--- src/rtl/bram_rd_pkg.sv ---
// Shared types and helpers for the BRAM simple-dual-port read streamer:
// FSM state encoding, skid FIFO sizing and the per-byte parity check.
package bram_rd_pkg;

    typedef enum logic [1:0] {
        IDLE  = 2'd0,
        ISSUE = 2'd1,
        DRAIN = 2'd2
    } state_t;

    localparam int FIFO_DEPTH = 2;
    localparam int FIFO_CNT_W = 2;

    // Widest word the parity helper accepts: 8 data bytes plus 8 parity bits.
    localparam int PAR_MAX_BYTES = 8;
    localparam int PAR_MAX_W     = 9 * PAR_MAX_BYTES;

    // Returns 1 when any of the first nb bytes fails even parity. Byte k is
    // word[8k+7:8k] and its parity bit sits at word[8*nb+k].
    function automatic logic parity_err(input logic [PAR_MAX_W-1:0] word, input int nb);
        logic       err;
        logic [6:0] par_idx;
        logic [6:0] byte_lsb;
        err = 1'b0;
        for (int k = 0; k < PAR_MAX_BYTES; k++) begin
            if (k < nb) begin
                byte_lsb = 7'(8 * k);
                par_idx  = 7'(8 * nb + k);
                err      = err | (^{word[byte_lsb +: 8], word[par_idx]});
            end
        end
        return err;
    endfunction

endpackage

--- src/rtl/bram_rd_skid_fifo.sv ---
// Two-entry register FIFO that holds BRAM read words (data + last flag)
// while the downstream stream applies backpressure.
module bram_rd_skid_fifo
    import bram_rd_pkg::*;
#(
    parameter int WIDTH = 37
) (
    input  logic                  CLK_i,
    input  logic                  RST_i,
    input  logic                  PUSH_i,
    input  logic [WIDTH-1:0]      PUSH_DATA_i,
    input  logic                  POP_i,
    output logic [WIDTH-1:0]      HEAD_o,
    output logic [FIFO_CNT_W-1:0] COUNT_o
);

    logic [WIDTH-1:0]      r_mem [FIFO_DEPTH];
    logic                  r_wr_ptr;
    logic                  r_rd_ptr;
    logic [FIFO_CNT_W-1:0] r_count;

    // Single-bit pointers: the depth is fixed at two, so they simply toggle.
    always_ff @(posedge CLK_i) begin
        if (RST_i) begin
            // NOTE: the storage is reset on purpose so the stream data output
            // reads zero straight out of reset, not leftover words.
            for (int i = 0; i < FIFO_DEPTH; i++) begin
                r_mem[i] <= '0;
            end
            r_wr_ptr <= 1'b0;
            r_rd_ptr <= 1'b0;
            r_count  <= '0;
        end else begin
            if (PUSH_i) begin
                r_mem[r_wr_ptr] <= PUSH_DATA_i;
                r_wr_ptr        <= ~r_wr_ptr;
            end
            if (POP_i) begin
                r_rd_ptr <= ~r_rd_ptr;
            end
            case ({PUSH_i, POP_i})
                2'b10:   r_count <= r_count + FIFO_CNT_W'(1);
                2'b01:   r_count <= r_count - FIFO_CNT_W'(1);
                default: r_count <= r_count;
            endcase
        end
    end

    assign HEAD_o  = r_mem[r_rd_ptr];
    assign COUNT_o = r_count;

endmodule

--- src/rtl/bram_sdp_rd_streamer.sv ---
// Burst read engine for a simple-dual-port block RAM: issues REN/RD_ADDR,
// captures RDATA one cycle later and streams it out on valid/ready.
// Optional per-byte even-parity checker enabled by `define BRAM_RD_PARITY_EN.
module bram_sdp_rd_streamer
    import bram_rd_pkg::*;
#(
    parameter int ADDR_WIDTH = 10,
    parameter int DATA_WIDTH = 36
) (
    input  logic                  CLK_i,
    input  logic                  RST_i,
    input  logic                  START_i,
    input  logic [ADDR_WIDTH-1:0] BASE_ADDR_i,
    input  logic [ADDR_WIDTH:0]   LEN_i,
    output logic                  BUSY_o,
    output logic                  DONE_o,
    output logic                  REN_o,
    output logic [ADDR_WIDTH-1:0] RD_ADDR_o,
    input  logic [DATA_WIDTH-1:0] RDATA_i,
    output logic [DATA_WIDTH-1:0] DATA_o,
    output logic                  VALID_o,
    input  logic                  READY_i,
    output logic                  LAST_o
`ifdef BRAM_RD_PARITY_EN
    ,
    output logic                  PERR_o
`endif
);

    localparam int LEN_W = ADDR_WIDTH + 1;
    localparam int OCC_W = FIFO_CNT_W + 1;

    state_t                r_state;
    state_t                w_state_nxt;
    logic [ADDR_WIDTH-1:0] r_addr;
    logic [LEN_W-1:0]      r_remaining;
    logic                  r_inflight;
    logic                  r_inflight_last;

    logic [DATA_WIDTH:0]   w_head;
    logic [FIFO_CNT_W-1:0] w_count;
    logic [OCC_W-1:0]      w_occupancy;
    logic                  w_valid;
    logic                  w_pop;
    logic                  w_credit;
    logic                  w_ren;
    logic                  w_last_issue;
    logic                  w_start_ok;
    logic                  w_done;

    assign w_valid     = (w_count != '0);
    assign w_pop       = w_valid & READY_i;
    assign w_done      = w_pop & w_head[DATA_WIDTH];
    assign w_start_ok  = (r_state == IDLE) && START_i && (LEN_i != '0);

    // Words already committed (in the FIFO or in the BRAM pipeline) minus the
    // one leaving this cycle must leave room for the read issued now.
    assign w_occupancy = {1'b0, w_count} + OCC_W'(r_inflight);
    assign w_credit    = w_occupancy < (OCC_W'(FIFO_DEPTH) + OCC_W'(w_pop));

    assign w_last_issue = w_ren && (r_remaining == LEN_W'(1));

    always_comb begin
        // NOTE: every combinational output gets a default first so no path
        // through the case can leave one unassigned and infer a latch.
        w_state_nxt = r_state;
        w_ren       = 1'b0;
        case (r_state)
            IDLE: begin
                if (w_start_ok) begin
                    w_state_nxt = ISSUE;
                end
            end
            ISSUE: begin
                w_ren = w_credit;
                if (w_credit && (r_remaining == LEN_W'(1))) begin
                    w_state_nxt = DRAIN;
                end
            end
            DRAIN: begin
                if (w_done) begin
                    w_state_nxt = IDLE;
                end
            end
            default: w_state_nxt = IDLE;
        endcase
    end

    always_ff @(posedge CLK_i) begin
        if (RST_i) begin
            r_state <= IDLE;
        end else begin
            r_state <= w_state_nxt;
        end
    end

    always_ff @(posedge CLK_i) begin
        if (RST_i) begin
            r_addr          <= '0;
            r_remaining     <= '0;
            r_inflight      <= 1'b0;
            r_inflight_last <= 1'b0;
        end else begin
            r_inflight      <= w_ren;
            r_inflight_last <= w_last_issue;
            if (w_start_ok) begin
                r_addr      <= BASE_ADDR_i;
                r_remaining <= LEN_i;
            end else if (w_ren) begin
                r_addr      <= r_addr + ADDR_WIDTH'(1);
                r_remaining <= r_remaining - LEN_W'(1);
            end
        end
    end

    bram_rd_skid_fifo #(
        .WIDTH (DATA_WIDTH + 1)
    ) u_fifo (
        .CLK_i       (CLK_i),
        .RST_i       (RST_i),
        .PUSH_i      (r_inflight),
        .PUSH_DATA_i ({r_inflight_last, RDATA_i}),
        .POP_i       (w_pop),
        .HEAD_o      (w_head),
        .COUNT_o     (w_count)
    );

    assign BUSY_o    = (r_state != IDLE);
    assign DONE_o    = w_done;
    assign REN_o     = w_ren;
    assign RD_ADDR_o = r_addr;
    assign DATA_o    = w_head[DATA_WIDTH-1:0];
    assign VALID_o   = w_valid;
    assign LAST_o    = w_valid & w_head[DATA_WIDTH];

`ifdef BRAM_RD_PARITY_EN
    localparam int NB = DATA_WIDTH / 9;

    logic                 r_perr;
    logic [PAR_MAX_W-1:0] w_par_word;

    assign w_par_word = PAR_MAX_W'(w_head[DATA_WIDTH-1:0]);

    // Sticky until the next accepted burst; only words actually handed
    // downstream are checked.
    always_ff @(posedge CLK_i) begin
        if (RST_i) begin
            r_perr <= 1'b0;
        end else if (w_start_ok) begin
            r_perr <= 1'b0;
        end else if (w_pop && parity_err(w_par_word, NB)) begin
            r_perr <= 1'b1;
        end
    end

    assign PERR_o = r_perr;
`endif

endmodule

--- config.mk ---
export PLATFORM = sky130hd
export DESIGN_NAME = bram_sdp_rd_streamer
export DESIGN_NICKNAME = d
export VERILOG_FILES = /design/src/rtl/bram_rd_pkg.sv /design/src/rtl/bram_rd_skid_fifo.sv /design/src/rtl/bram_sdp_rd_streamer.sv
export SDC_FILE = /design/constraint.sdc
export NUM_CORES = 1
export LEC_CHECK = 0
export BUFFER_PORTS_ARGS = -buffer_cell sky130_fd_sc_hd__buf_2
export CAP_MARGIN = 20
export CORE_ASPECT_RATIO = 0.8
export CORE_MARGIN = 5
export CORE_UTILIZATION = 40
export DETAILED_ROUTE_END_ITERATION = 6
export PLACE_DENSITY_LB_ADDON = 0.08
export SETUP_SLACK_MARGIN = 0.15
export SLEW_MARGIN = 40
export SYNTH_ARGS = -nofsm -noshare
export SYNTH_HDL_FRONTEND = slang
export SYNTH_HIERARCHICAL = 1
export SYNTH_SLANG_ARGS = --single-unit
--- constraint.sdc ---
create_clock -name CLK_i -period 2.5 [get_ports CLK_i]
set_clock_uncertainty 0.2 [all_clocks]
set_input_delay 0.625 -clock CLK_i [delete_from_list [all_inputs] [get_ports CLK_i]]
set_output_delay 0.625 -clock CLK_i [all_outputs]
set_load 0.005 [all_outputs]
# Word level (Yosys, flattened, before mapping)
# Memories as Yosys holds them, arrays and structs flattened. A register that Yosys moved wholly into a read port is not among the register bits.
# Index checks and enable logic that the tools add are counted.
# op_classes
eq_ne	8
reduce_logical	12
bitwise_logic	5
add_sub_neg	6
order_cmp	1
n_mux	20
# op_table
op	n
2-to-1 mux 37 bit	1
OR reduction 37 bit	1
2-to-1 mux 11 bit	2
2-to-1 mux 10 bit	2
== test 11 x 1 -> 1 bit (second input constant)	1
nonzero test 11 bit	1
subtractor 11 x 1 -> 11 bit (second input constant)	1
adder 10 x 1 -> 10 bit (second input constant)	1
2-to-1 mux 1 bit	10
nonzero test 2 bit	4
2-to-1 mux 2 bit	3
inequality test 2 bit (second input constant)	3
case mux 2 bit (3 select lines)	1
== test 2 x 1 -> 1 bit (second input constant)	2
== test 2 bit (second input constant)	2
logical AND 1 bit	4
case mux 2 bit (2 select lines)	1
adder 2 x 1 -> 3 bit	1
adder 2 x 1 -> 3 bit (first input constant)	1
bitwise AND 1 bit	3
less-than comparator 3 bit	1
AND reduction 3 bit	1
adder 2 x 1 -> 2 bit (second input constant)	1
zero test 2 bit	1
2 further kinds	3
# totals
in_bits	61
mem_bits_rw	74
ff_bits	29
word_cells	61
memories	1
output_inout_bits	51
# memory_table
memory	depth	word_bits	rd	rd_ports_with_merged_regs	write_ports	line_no	text
u_fifo.r_mem	2	37	1	1	2	bram_rd_skid_fifo.sv:17	logic [WIDTH-1:0] r_mem [FIFO_DEPTH];

# Longest topological paths before layout
# Gate-level depths: netlist of the first run.
# depth
depth_word	7
mapped_depth	7
ltp_nobuf	7

# Hierarchy
# The synthesis of the first run kept the hierarchy.
# modules_own_cells
mod	seq_area_each_um2	area_per_inst_um2	n_inst	cells_per_inst
bram_rd_skid_fifo	2322.2	3439.5	1	260
bram_sdp_rd_streamer	500.5	1433.9	1	170

# Least setup slack after synthesis of the first run
# No wires, ideal clock.
# synth_path
kind	input-to-reg
startpoint	input port RST_i
endpoint	memory u_fifo.r_mem[0][0] (enable)
setup_ns	0.400
required_ns	1.900
arrival_ns	1.823
cell_stages	2
path_buffers	1
slack_ns	0.077
path_cell_list	clkbuf_1 -> nand2b_1
# synth_lines
item	line_no	text
start: declaration	bram_sdp_rd_streamer.sv:11	input logic RST_i,
end: declaration	bram_rd_skid_fifo.sv:17	

# Worst setup path in the final report of the first run
# layout_path
startpoint	register u_fifo.r_count[0], in the netlist u_fifo/COUNT_o[0]
endpoint	output port REN_o
# layout_via
elab_chain_cells	5
word_cells_on_any_way	6
cone_classes	2 x add/sub; 1 x order compare; 1 x mux; 1 x bitwise; 1 x reduce/logical
# layout_rtl
item	line_no	text
start: declaration	bram_rd_skid_fifo.sv:20	logic [FIFO_CNT_W-1:0] r_count;
start signal: assignment	bram_rd_skid_fifo.sv:42	2'b10: r_count <= r_count + FIFO_CNT_W'(1);
start signal: assignment	bram_rd_skid_fifo.sv:43	2'b01: r_count <= r_count - FIFO_CNT_W'(1);
start signal: assignment	bram_rd_skid_fifo.sv:44	default: r_count <= r_count;
nonzero test 2 bit	bram_sdp_rd_streamer.sv:51	assign w_valid = (w_count != '0);
bitwise AND 1 bit	bram_sdp_rd_streamer.sv:52	assign w_pop = w_valid & READY_i;
adder 2 x 1 -> 3 bit	bram_sdp_rd_streamer.sv:59	assign w_credit = w_occupancy < (OCC_W'(FIFO_DEPTH) + OCC_W'(w_pop));
less-than comparator 3 bit (*)	bram_sdp_rd_streamer.sv:59	
2-to-1 mux 1 bit (*)	bram_sdp_rd_streamer.sv:68	case (r_state)
end: declaration	bram_sdp_rd_streamer.sv:17	output logic REN_o,
# Mark *: on every way between the ends. The rest lies on a longest branch, timed or not.

==> results.toml, run 1 <==
[placed_design]
io_buffers = 111
dp_hpwl_mm = 7.65
gp_congestion = 0.824

[min_path]
hold_start = "u_fifo/r_wr_ptr$_SDFFE_PP0P_"
hold_path_depth = 2
min_to = "u_fifo/r_wr_ptr$_SDFFE_PP0P_"
worstHoldPathType = "reg2reg"

[logic_synthesis]
netlist_top_cells_area = "edfxtp_1, dfxtp_1, mux2_2"
yosys.area.top_type = "edfxtp_1"
synth_nets = 497
synth_top_area_share_pct = 45.6
synth_warnings = 6
synthArstFlopShare_pct = 0
yosys.cell_types.count = 55
synth_flop_cell = "edfxtp_1"
syn_inst = 430
ys_seq_area_share_pct = 57.9
syn-cell-area_um2 = 4870
synth_edf_count = 74
syn_area_per_cell_um2 = 11.3
ys_ff_latch = 104

[routing]
drc = 0
vias = 3613
wl_mm = 11.4
drtIter0Drc = 189
drt_first_pass_iters = 4
vias_per_cell = 5.06
ant_nets = 0
wl_per_cell_um = 16.0

[cts]
path_clk_slew_ns = 0.07
cts.htree.levels = 3
cts_tree = "yes"
clkLatencyLatePin_ns = 0.34
cts_root_buf = "clkbuf_16"
numCtsBuffers = 9
clk_path_buf_depth = 2
clock-sinks = 104
ctsHoldBuffers = 0

[critical_path]
crit_path_start_kind = "register"
reg2regPathDepth = 8
crit_slowest_cell = "dfxtp_4"
max_stage_delay_ns = 0.36
required_ns = 1.67
worstPathArrival_ns = 1.48
r2r_setup_slack_ns = 0.27
crit_fanout = 3
cpMostUsedCell = "ha_4"
crit_chain = "ha_4 > ha_4 > nor3b_4 > nand2_2 > inv_2 > buf_6"
reg2reg_to = "r_remaining[5]$_SDFFE_PP0P_"
end_kind = "output port"
crit_type = "reg2out"
rr_startpoint = "u_fifo/COUNT_o[0]$_SDFFE_PP0P_"

[sta]
clock.fmax_mhz = 434
maxSlewHeadroom_pct = 70.5
tns_ns = 0
rsz0062_at_grt = "true"
slew_violations = 0
finalHoldViolations = 0
fin_crit_sh_pct = 92.2
min_period_ns = 2.30
worst_pin_slew_ns = 0.442
setup_viol = 0

[global_route]
use_met1_pct = 20.8
top_usage_layer = "met2"
antenna_found_initial = 0
grt_pass1_vias = 3781
grt_max_degree = 38
grt_pass1_wl_mm = 18.7
grt.total_usage_pct = 16.3
grt_use_met2_pct = 27.8
grt_overflow = 0
grt_use_met3_pct = 4.24

[die]
ios = 112
die_h_um = 109
die_area_um2 = 14500
initial_core_util_pct = 40.4
die_w_um = 133
rows = 36
core_area_um2 = 12100

[power]
pwr-share-clk_pct = 32.5
power_w = 0.00450
seqPwrFrac_pct = 45.9
leakagePower_nw = 2.47
intPower_w = 0.00331
vdd_ir_drop_max_mv = 0.345
power_per_cell_area_nw_per_um2 = 736
p_switching_w = 0.00119
swShare_pct = 26.4
comb_power_share_pct = 21.6

[layout]
layout-drive-gt1-share_pct = 37.9
syn_to_final_growth_pct = 25.4
nets = 624
regArea_um2 = 2830
fillCellCount = 1131
num_antenna_cells = 0
multi_input_area_um2 = 1930

[outcome]
outcome = "completed"

[flow_run]
drv_cap = 0
==> final cells by class <==
| class | count | area share, % |
|---|---|---|
| Clock buffer | 11 | 4.14 |
| Clock inverter | 5 | 1.02 |
| Multi-Input combinational cell | 293 | 31.7 |
| Timing Repair Buffer | 138 | 13.0 |
| Inverter | 11 | 0.676 |
| Tap cell | 152 | 3.11 |
| Sequential cell | 104 | 46.3 |
==> worst max-delay path, delay by kind of cell (launching register included) <==
kind	cells	cell delay, ns
adder cells (fa/ha/maj)	2	0.32
buffers and inverters	2	0.17
flip-flops	1	0.36
AND/OR/NAND/NOR	2	0.28
==> power groups by stage <==
stage          Clock [W]  Combinational (W)  Sequential, W
3_5_place_dp           0           0.000926        0.00209
2_1_floorplan          0           0.000586        0.00207
3_3_place_gp           0           0.000920        0.00209
4_1_cts          0.00151           0.000971        0.00206
5_1_grt          0.00158            0.00108        0.00208
6_report         0.00146           0.000973        0.00206
==> worst max path at each step <==
stage	start	endpoint	slack (ns)
6_report	u_fifo/COUNT_o[0]$_SDFFE_PP0P_	REN_o	0.20
5_1_grt	u_fifo/COUNT_o[0]$_SDFFE_PP0P_	REN_o	0.1
4_1_cts	r_inflight$_SDFF_PP0_	REN_o	0.15
3_5_place_dp	LEN_i[0]	RD_ADDR_o[7]$_SDFFE_PP0P_	0.01
3_3_place_gp	LEN_i[0]	RD_ADDR_o[5]$_SDFFE_PP0P_	0.04
2_1_floorplan	LEN_i[0]	RD_ADDR_o[5]$_SDFFE_PP0P_	0.17
==> metal layers <==
layer / vias up / wire [um]
li1: 1795 / -
met1: 1728 / 5270
met2: 80 / 5500
met3: 10 / 542
met4: 0 / 120
met5: - / 0
==> cells in the final DEF, fill, tap and decap left out, types with 9 or more instances in the layout <==
master	count
inv_1	10
nand3_1	10
nor2_1	86
nand2_1	22
buf_2	110
clkbuf_16	9
dfxtp_1	27
nand2b_1	37
edfxtp_1	74
buf_4	23
mux2_2	37
==> Yosys cell counts, types with 2 or more instances <==
master / n
xnor2_1: 2
nor2_1: 86
o21ai_0: 5
a22o_1: 4
or4_4: 2
dfxtp_1: 30
inv_1: 11
nor3b_2: 2
nand4b_1: 4
or3_1: 5
a211oi_1: 2
nand2b_1: 40
clkbuf_1: 10
or2_2: 2
and3_1: 5
buf_2: 6
or4_1: 2
ha_1: 6
a31oi_1: 7
mux2i_1: 4
edfxtp_1: 74
a311oi_1: 2
and2_1: 3
nand3_1: 10
nand2_1: 23
mux2_2: 37
buf_6: 4
a21oi_1: 7
a2bb2oi_1: 2
o211ai_1: 3
nand4_1: 2
nor3_1: 5
==> cell families (layout without fill, tap and decap cells) <==
group,count (synthesis),in the layout,share of synthesized area (%)
and+or+nand+nor,197,197,20.2
muxes,41,41,9.37
adders and majority gates,6,6,1.54
xor gates and xnor gates,3,3,0.539
buffers and inverters,33,165,3.39
DFF,104,104,57.9
AOI/OAI and AO/OA,46,46,7.06
==> sequential cells by signal (all words and copies together), names as in the netlist, named ones only <==
name / cells
r_inflight_last: 1
u_fifo/r_mem: 74
RD_ADDR_o: 10
u_fifo/r_rd_ptr: 1
u_fifo/r_wr_ptr: 1
r_state: 2
r_remaining: 11
u_fifo/COUNT_o: 2
r_inflight: 1
==> per-stage QoR <==
stage	instance area (um^2)	setup WS (ns)	std cells	util (%)	hold WS, ns
after CTS	6070	0.152	713	50.3	0.282
after floorplan	4880	0.167	430	-	0.244
final	6110	0.195	714	50.6	0.275
after global routing	6110	0.0988	714	50.6	0.306
after detailed placement	5680	0.0130	691	47.0	0.272
after global placement	5680	0.0356	691	47.0	0.257
==> timing repair <==
action | CTS | global route
gates resized for setup | 10 | 8
pin swaps | 2 | 3
setup buffers | 6 | 1
setup endpoints to repair | 9 | 14
No activity file was read; power rests on OpenSTA's default activity.
==> run 2: changes to the inputs <==
- BUFFER_PORTS_ARGS: -buffer_cell sky130_fd_sc_hd__buf_2 -> unset
- CTS_BUF_LIST: unset -> sky130_fd_sc_hd__clkbuf_4
- DONT_BUFFER_PORTS: unset -> 1
==> run 2 against run 1 <==
Combinational power shrank 17%. Core utilization shrank 6.1 points. Largest power group unchanged. Worst setup slack lost 0.035 ns. Flip-flop and latch count is the same. Total power shrank 17%. Count of clock-buffer cells in the layout is the same. Critical path depth shrank 3. Design area shrank 12%. Final cell count shrank 16%. Sequential share of layout area grew 6.3 points. Clock power shrank 41%. First-iteration DRC count grew 2.6%. Critical path type unchanged.
==> results.toml, run 2 (same netlist as run 1, synthesis figures left out) <==
[critical_path]
r2r_setup_slack_ns = 0.19
max_stage_delay_ns = 0.38
crit_slowest_cell = "dfxtp_4"
worstPathArrival_ns = 1.51
startpoint = "u_fifo/COUNT_o[0]$_SDFFE_PP0P_"
crit_chain = "buf_4 > or2_2 > and3_4"
required_ns = 1.67
crit_fanout = 3
reg2reg_to = "r_remaining[5]$_SDFFE_PP0P_"
reg2regPathDepth = 9
cp-endpoint = "DONE_o"
crit_path_start_kind = "register"
crit_type = "reg2out"
path_depth = 3
crit_family = "simple AND/OR/NAND/NOR gates"
end_kind = "output port"
cp_num_buf_inv = 1
rr_startpoint = "u_fifo/COUNT_o[0]$_SDFFE_PP0P_"

[routing]
wl_mm = 11.5
drc = 0
drt_first_pass_iters = 4
ant_nets = 0
vias = 3234
vias_per_cell = 5.40
drtIter0Drc = 194
wl_per_cell_um = 19.1

[die]
core_area_um2 = 12100
die_h_um = 109
initial_core_util_pct = 40.4
ios = 112
die_area_um2 = 14500
rows = 36
die_w_um = 133

[sta]
tns_ns = 0
min_period_ns = 2.34
clock.fmax_mhz = 428
worst_pin_slew_ns = 0.451
finalHoldViolations = 0
fin_crit_sh_pct = 93.6
slew_violations = 0
maxSlewHeadroom_pct = 69.9
setup_viol = 0
rsz0062_at_grt = "true"

[cts]
path_clk_slew_ns = 0.16
clock-sinks = 104
cts.htree.levels = 3
numCtsBuffers = 9
clk_path_buf_depth = 2
cts_tree = "yes"
cts_root_buf = "clkbuf_4"
clkLatencyLatePin_ns = 0.44

[global_route]
grt_max_degree = 59
grt_overflow = 0
grt_pass1_vias = 3434
antenna_found_initial = 0
grt_pass1_wl_mm = 17.8
grt.total_usage_pct = 15.8

[layout]
nets = 509
fillCellCount = 1108
top_register = "u_fifo/r_mem"
num_antenna_cells = 0
layout_commonest_cell = "nor2_1"
multi_input_area_um2 = 1940
syn_to_final_growth_pct = 10.4
regArea_um2 = 2830
mostFrequentLayoutCells = "nor2_1, edfxtp_1, mux2_2, nand2b_1, dfxtp_1"
layout-drive-gt1-share_pct = 21.9
largest_reg_flops = 74

[outcome]
outcome = "completed"

[placed_design]
gp_congestion = 0.813
io_buffers = 0
dp_hpwl_mm = 7.15

[flow_run]
drv_cap = 0

[power]
vdd_ir_drop_max_mv = 0.225
leakagePower_nw = 1.91
power_w = 0.00375
power_per_cell_area_nw_per_um2 = 697

[min_path]
worstHoldPathType = "in2reg"
hold_start = "RST_i"
==> run 2: worst min-delay path by stage <==
stage,endpoint,cells past startpoint
2_1_floorplan,u_fifo/r_wr_ptr$_SDFFE_PP0P_,2
3_3_place_gp,u_fifo/r_wr_ptr$_SDFFE_PP0P_,2
3_5_place_dp,u_fifo/r_wr_ptr$_SDFFE_PP0P_,2
4_1_cts,RD_ADDR_o[4]$_SDFFE_PP0P_,1
5_1_grt,register,1
6_report,register,1
==> run 2: layer usage <==
layer	share of wire, %	global-route usage [%]	up-vias	routed length, um
met5	0	0	-	0
met2	47	26.7	86	5370
met3	5.8	4.94	10	660
li1	-	-	1561	-
met4	1.0	3.82	0	117
met1	46	20.1	1577	5310
==> run 2: final cells by class <==
cell class | count | share of cell area (%)
clock buffer | 11 | 1.54
multi-input combinational | 293 | 36.1
clock inverter | 5 | 1.05
inverter | 11 | 0.768
tap | 152 | 3.54
sequential | 104 | 52.6
timing repair buffer | 23 | 4.37
==> run 2: through the flow <==
stage | instance area (um^2) | worst slack, ns | utilization (%) | hold slack (ns) | cells
CTS | 5340 | 0.108 | 44.2 | 0.00236 | 597
floorplan | 4880 | 0.167 | - | 0.244 | 430
finish | 5380 | 0.161 | 44.6 | 0.0659 | 599
detailed placement | 5090 | 0.0328 | 42.2 | 0.275 | 574
global placement | 5090 | 0.101 | 42.2 | 0.263 | 574
global route | 5380 | 0.0688 | 44.6 | 0.0134 | 599
==> run 2: where the power goes <==
part	internal [W]	leakage (nW)	switching (W)	total [W]
sequential	0.00199	1.02	0.0000852	0.00207
clock	0.000328	0.0734	0.000539	0.000867
combinational	0.000380	0.822	0.000430	0.000810
total	0.00269	1.91	0.00105	0.00375
==> run 2: worst reg2reg max path, stage by stage, from the launching register on <==
cell and delay, ns:
dfxtp_4 0.38, ha_4 0.16, ha_4 0.16, buf_4 0.13, or3b_2 0.49, nor3_2 0.13, buf_4 0.16, nand4b_1 0.12
mux2i_1 0.14, a22o_1 0.17
==> run 2: repair_timing <==
item                       CTS  global route
gates cloned                 0             1
pin swaps                    1             2
gates resized for setup     13             2
hold endpoints to repair     5             2
setup buffers                5             0
setup endpoints to repair    6            41
hold buffers                 2             1
==> run 3: changes to the inputs <==
- PLACE_DENSITY: unset -> 0.64
- PLACE_DENSITY_LB_ADDON: 0.08 -> unset
==> run 3 against run 2 <==
Critical path depth increased by 2. Worst setup slack got worse by 0.0058 ns. Non-clock buffer count increased by 1. Flip-flop and latch count unchanged. Total power increased by 3.4%. Final cell count increased by 0.33%. Highest routed layer unchanged.
==> results.toml, run 3 (same netlist as run 1, synthesis figures left out) <==
[outcome]
outcome = "completed"

[global_route]
grt_pass1_vias = 3332
grt.total_usage_pct = 15.5
grt_max_degree = 51
grt_pass1_wl_mm = 17.6
grt_overflow = 0
antenna_found_initial = 1

[placed_design]
io_buffers = 0
gp_congestion = 0.827
dp_hpwl_mm = 7.28

[power]
p_switching_w = 0.00109
swShare_pct = 28.2
pwr-share-clk_pct = 25.6
leakagePower_nw = 1.93
vdd_ir_drop_max_mv = 0.374
comb_power_share_pct = 20.9
power_per_cell_area_nw_per_um2 = 714
seqPwrFrac_pct = 53.5
intPower_w = 0.00278
power_w = 0.00387

[critical_path]
end_kind = "output port"
rr_startpoint = "u_fifo/COUNT_o[0]$_SDFFE_PP0P_"
crit_type = "reg2out"
worstPathArrival_ns = 1.52
crit_fanout = 4
startpoint = "u_fifo/COUNT_o[0]$_SDFFE_PP0P_"
required_ns = 1.67
crit_path_start_kind = "register"

[layout]
layout_commonest_cell = "nor2_1"
syn_to_final_growth_pct = 11.3
final_util_pct = 45.0
largest_reg_flops = 74
top_register = "u_fifo/r_mem"
regArea_um2 = 2830
mostFrequentLayoutCells = "nor2_1, edfxtp_1, mux2_2, nand2b_1, dfxtp_1"
layout-drive-gt1-share_pct = 21.7
nets = 510
fillCellCount = 1144
multi_input_area_um2 = 1940

[sta]
rsz0062_at_grt = "true"
worst_pin_slew_ns = 0.659
slew_violations = 0
finalHoldViolations = 0
clock.fmax_mhz = 426
maxSlewHeadroom_pct = 55.9
tns_ns = 0
min_period_ns = 2.34
setup_viol = 0
fin_crit_sh_pct = 93.8

[cts]
cts_root_buf = "clkbuf_4"
clkLatencyLatePin_ns = 0.45
path_clk_slew_ns = 0.16
clk_path_buf_depth = 2
cts_tree = "yes"
numCtsBuffers = 9
clock-sinks = 104
cts.htree.levels = 3

[die]
rows = 36
die_area_um2 = 14500
die_h_um = 109
core_area_um2 = 12100
ios = 112
die_w_um = 133
initial_core_util_pct = 40.4

[min_path]
worstHoldPathType = "in2reg"
hold_start = "RST_i"

[routing]
wl_per_cell_um = 18.9
vias = 3290
drt_first_pass_iters = 4
ant_nets = 0
wl_mm = 11.3
drc = 0
vias_per_cell = 5.47
drtIter0Drc = 220

[flow_run]
drv_cap = 0
## run 3: repair_timing
action,in CTS,in global routing
buffers inserted,5,1
pin swaps,1,1
hold buffers,3,1
gates resized for setup,15,8
setup endpoints to repair,26,43
endpoints found under the hold margin,13,4
## run 3: stage by stage
step	instance area, um^2	hold WS, ns	std cells	setup slack [ns]
2_1_floorplan	4880	0.244	430	0.167
3_3_place_gp	5090	0.252	574	0.108
3_5_place_dp	5090	0.262	574	0.101
4_1_cts	5380	0.000666	598	0.0835
5_1_grt	5430	0.00396	601	0.0251
6_report	5430	0.0770	601	0.155
## run 3: final timing paths
path | endpoint | cells past startpoint | slack (ns)
hold reg to reg | u_fifo/r_wr_ptr$_SDFFE_PP0P_ | 2 | 0.30
hold / removal | RD_ADDR_o[7]$_SDFFE_PP0P_ | 1 | 0.08
setup / recovery | REN_o | 5 | 0.16
setup reg to reg | r_remaining[10]$_SDFFE_PP0P_ | 9 | 0.21
## run 3: worst max-delay path, stage by stage (launching register included)
cell	delay [ns]
dfxtp_4	0.39
ha_4	0.16
ha_4	0.17
nor3b_4	0.21
nand2_2	0.09
inv_2	0.08
## run 3: layout make-up
type | instances | area share (%)
sequential | 104 | 52.2
multi-input combinational | 293 | 35.8
timing repair buffer | 24 | 4.57
tap | 152 | 3.50
clock inverter | 7 | 1.87
clock buffer | 9 | 1.25
inverter | 11 | 0.761
antenna | 1 | 0.0461
## run 3: power groups by stage
stage / Combinational [W] / Sequential (W) / Clock, W
after floorplan: 0.000586 / 0.00207 / 0
after global placement: 0.000722 / 0.00209 / 0
after detailed placement: 0.000734 / 0.00210 / 0
after CTS: 0.000794 / 0.00207 / 0.00103
after global routing: 0.000890 / 0.00209 / 0.00110
final: 0.000810 / 0.00207 / 0.000991
## run 3: metal layers
metal	wire [um]	GRT usage [%]
met4	166	4.77
met1	5010	19.7
met2	5560	25.8
met3	596	4.47
met5	0	0
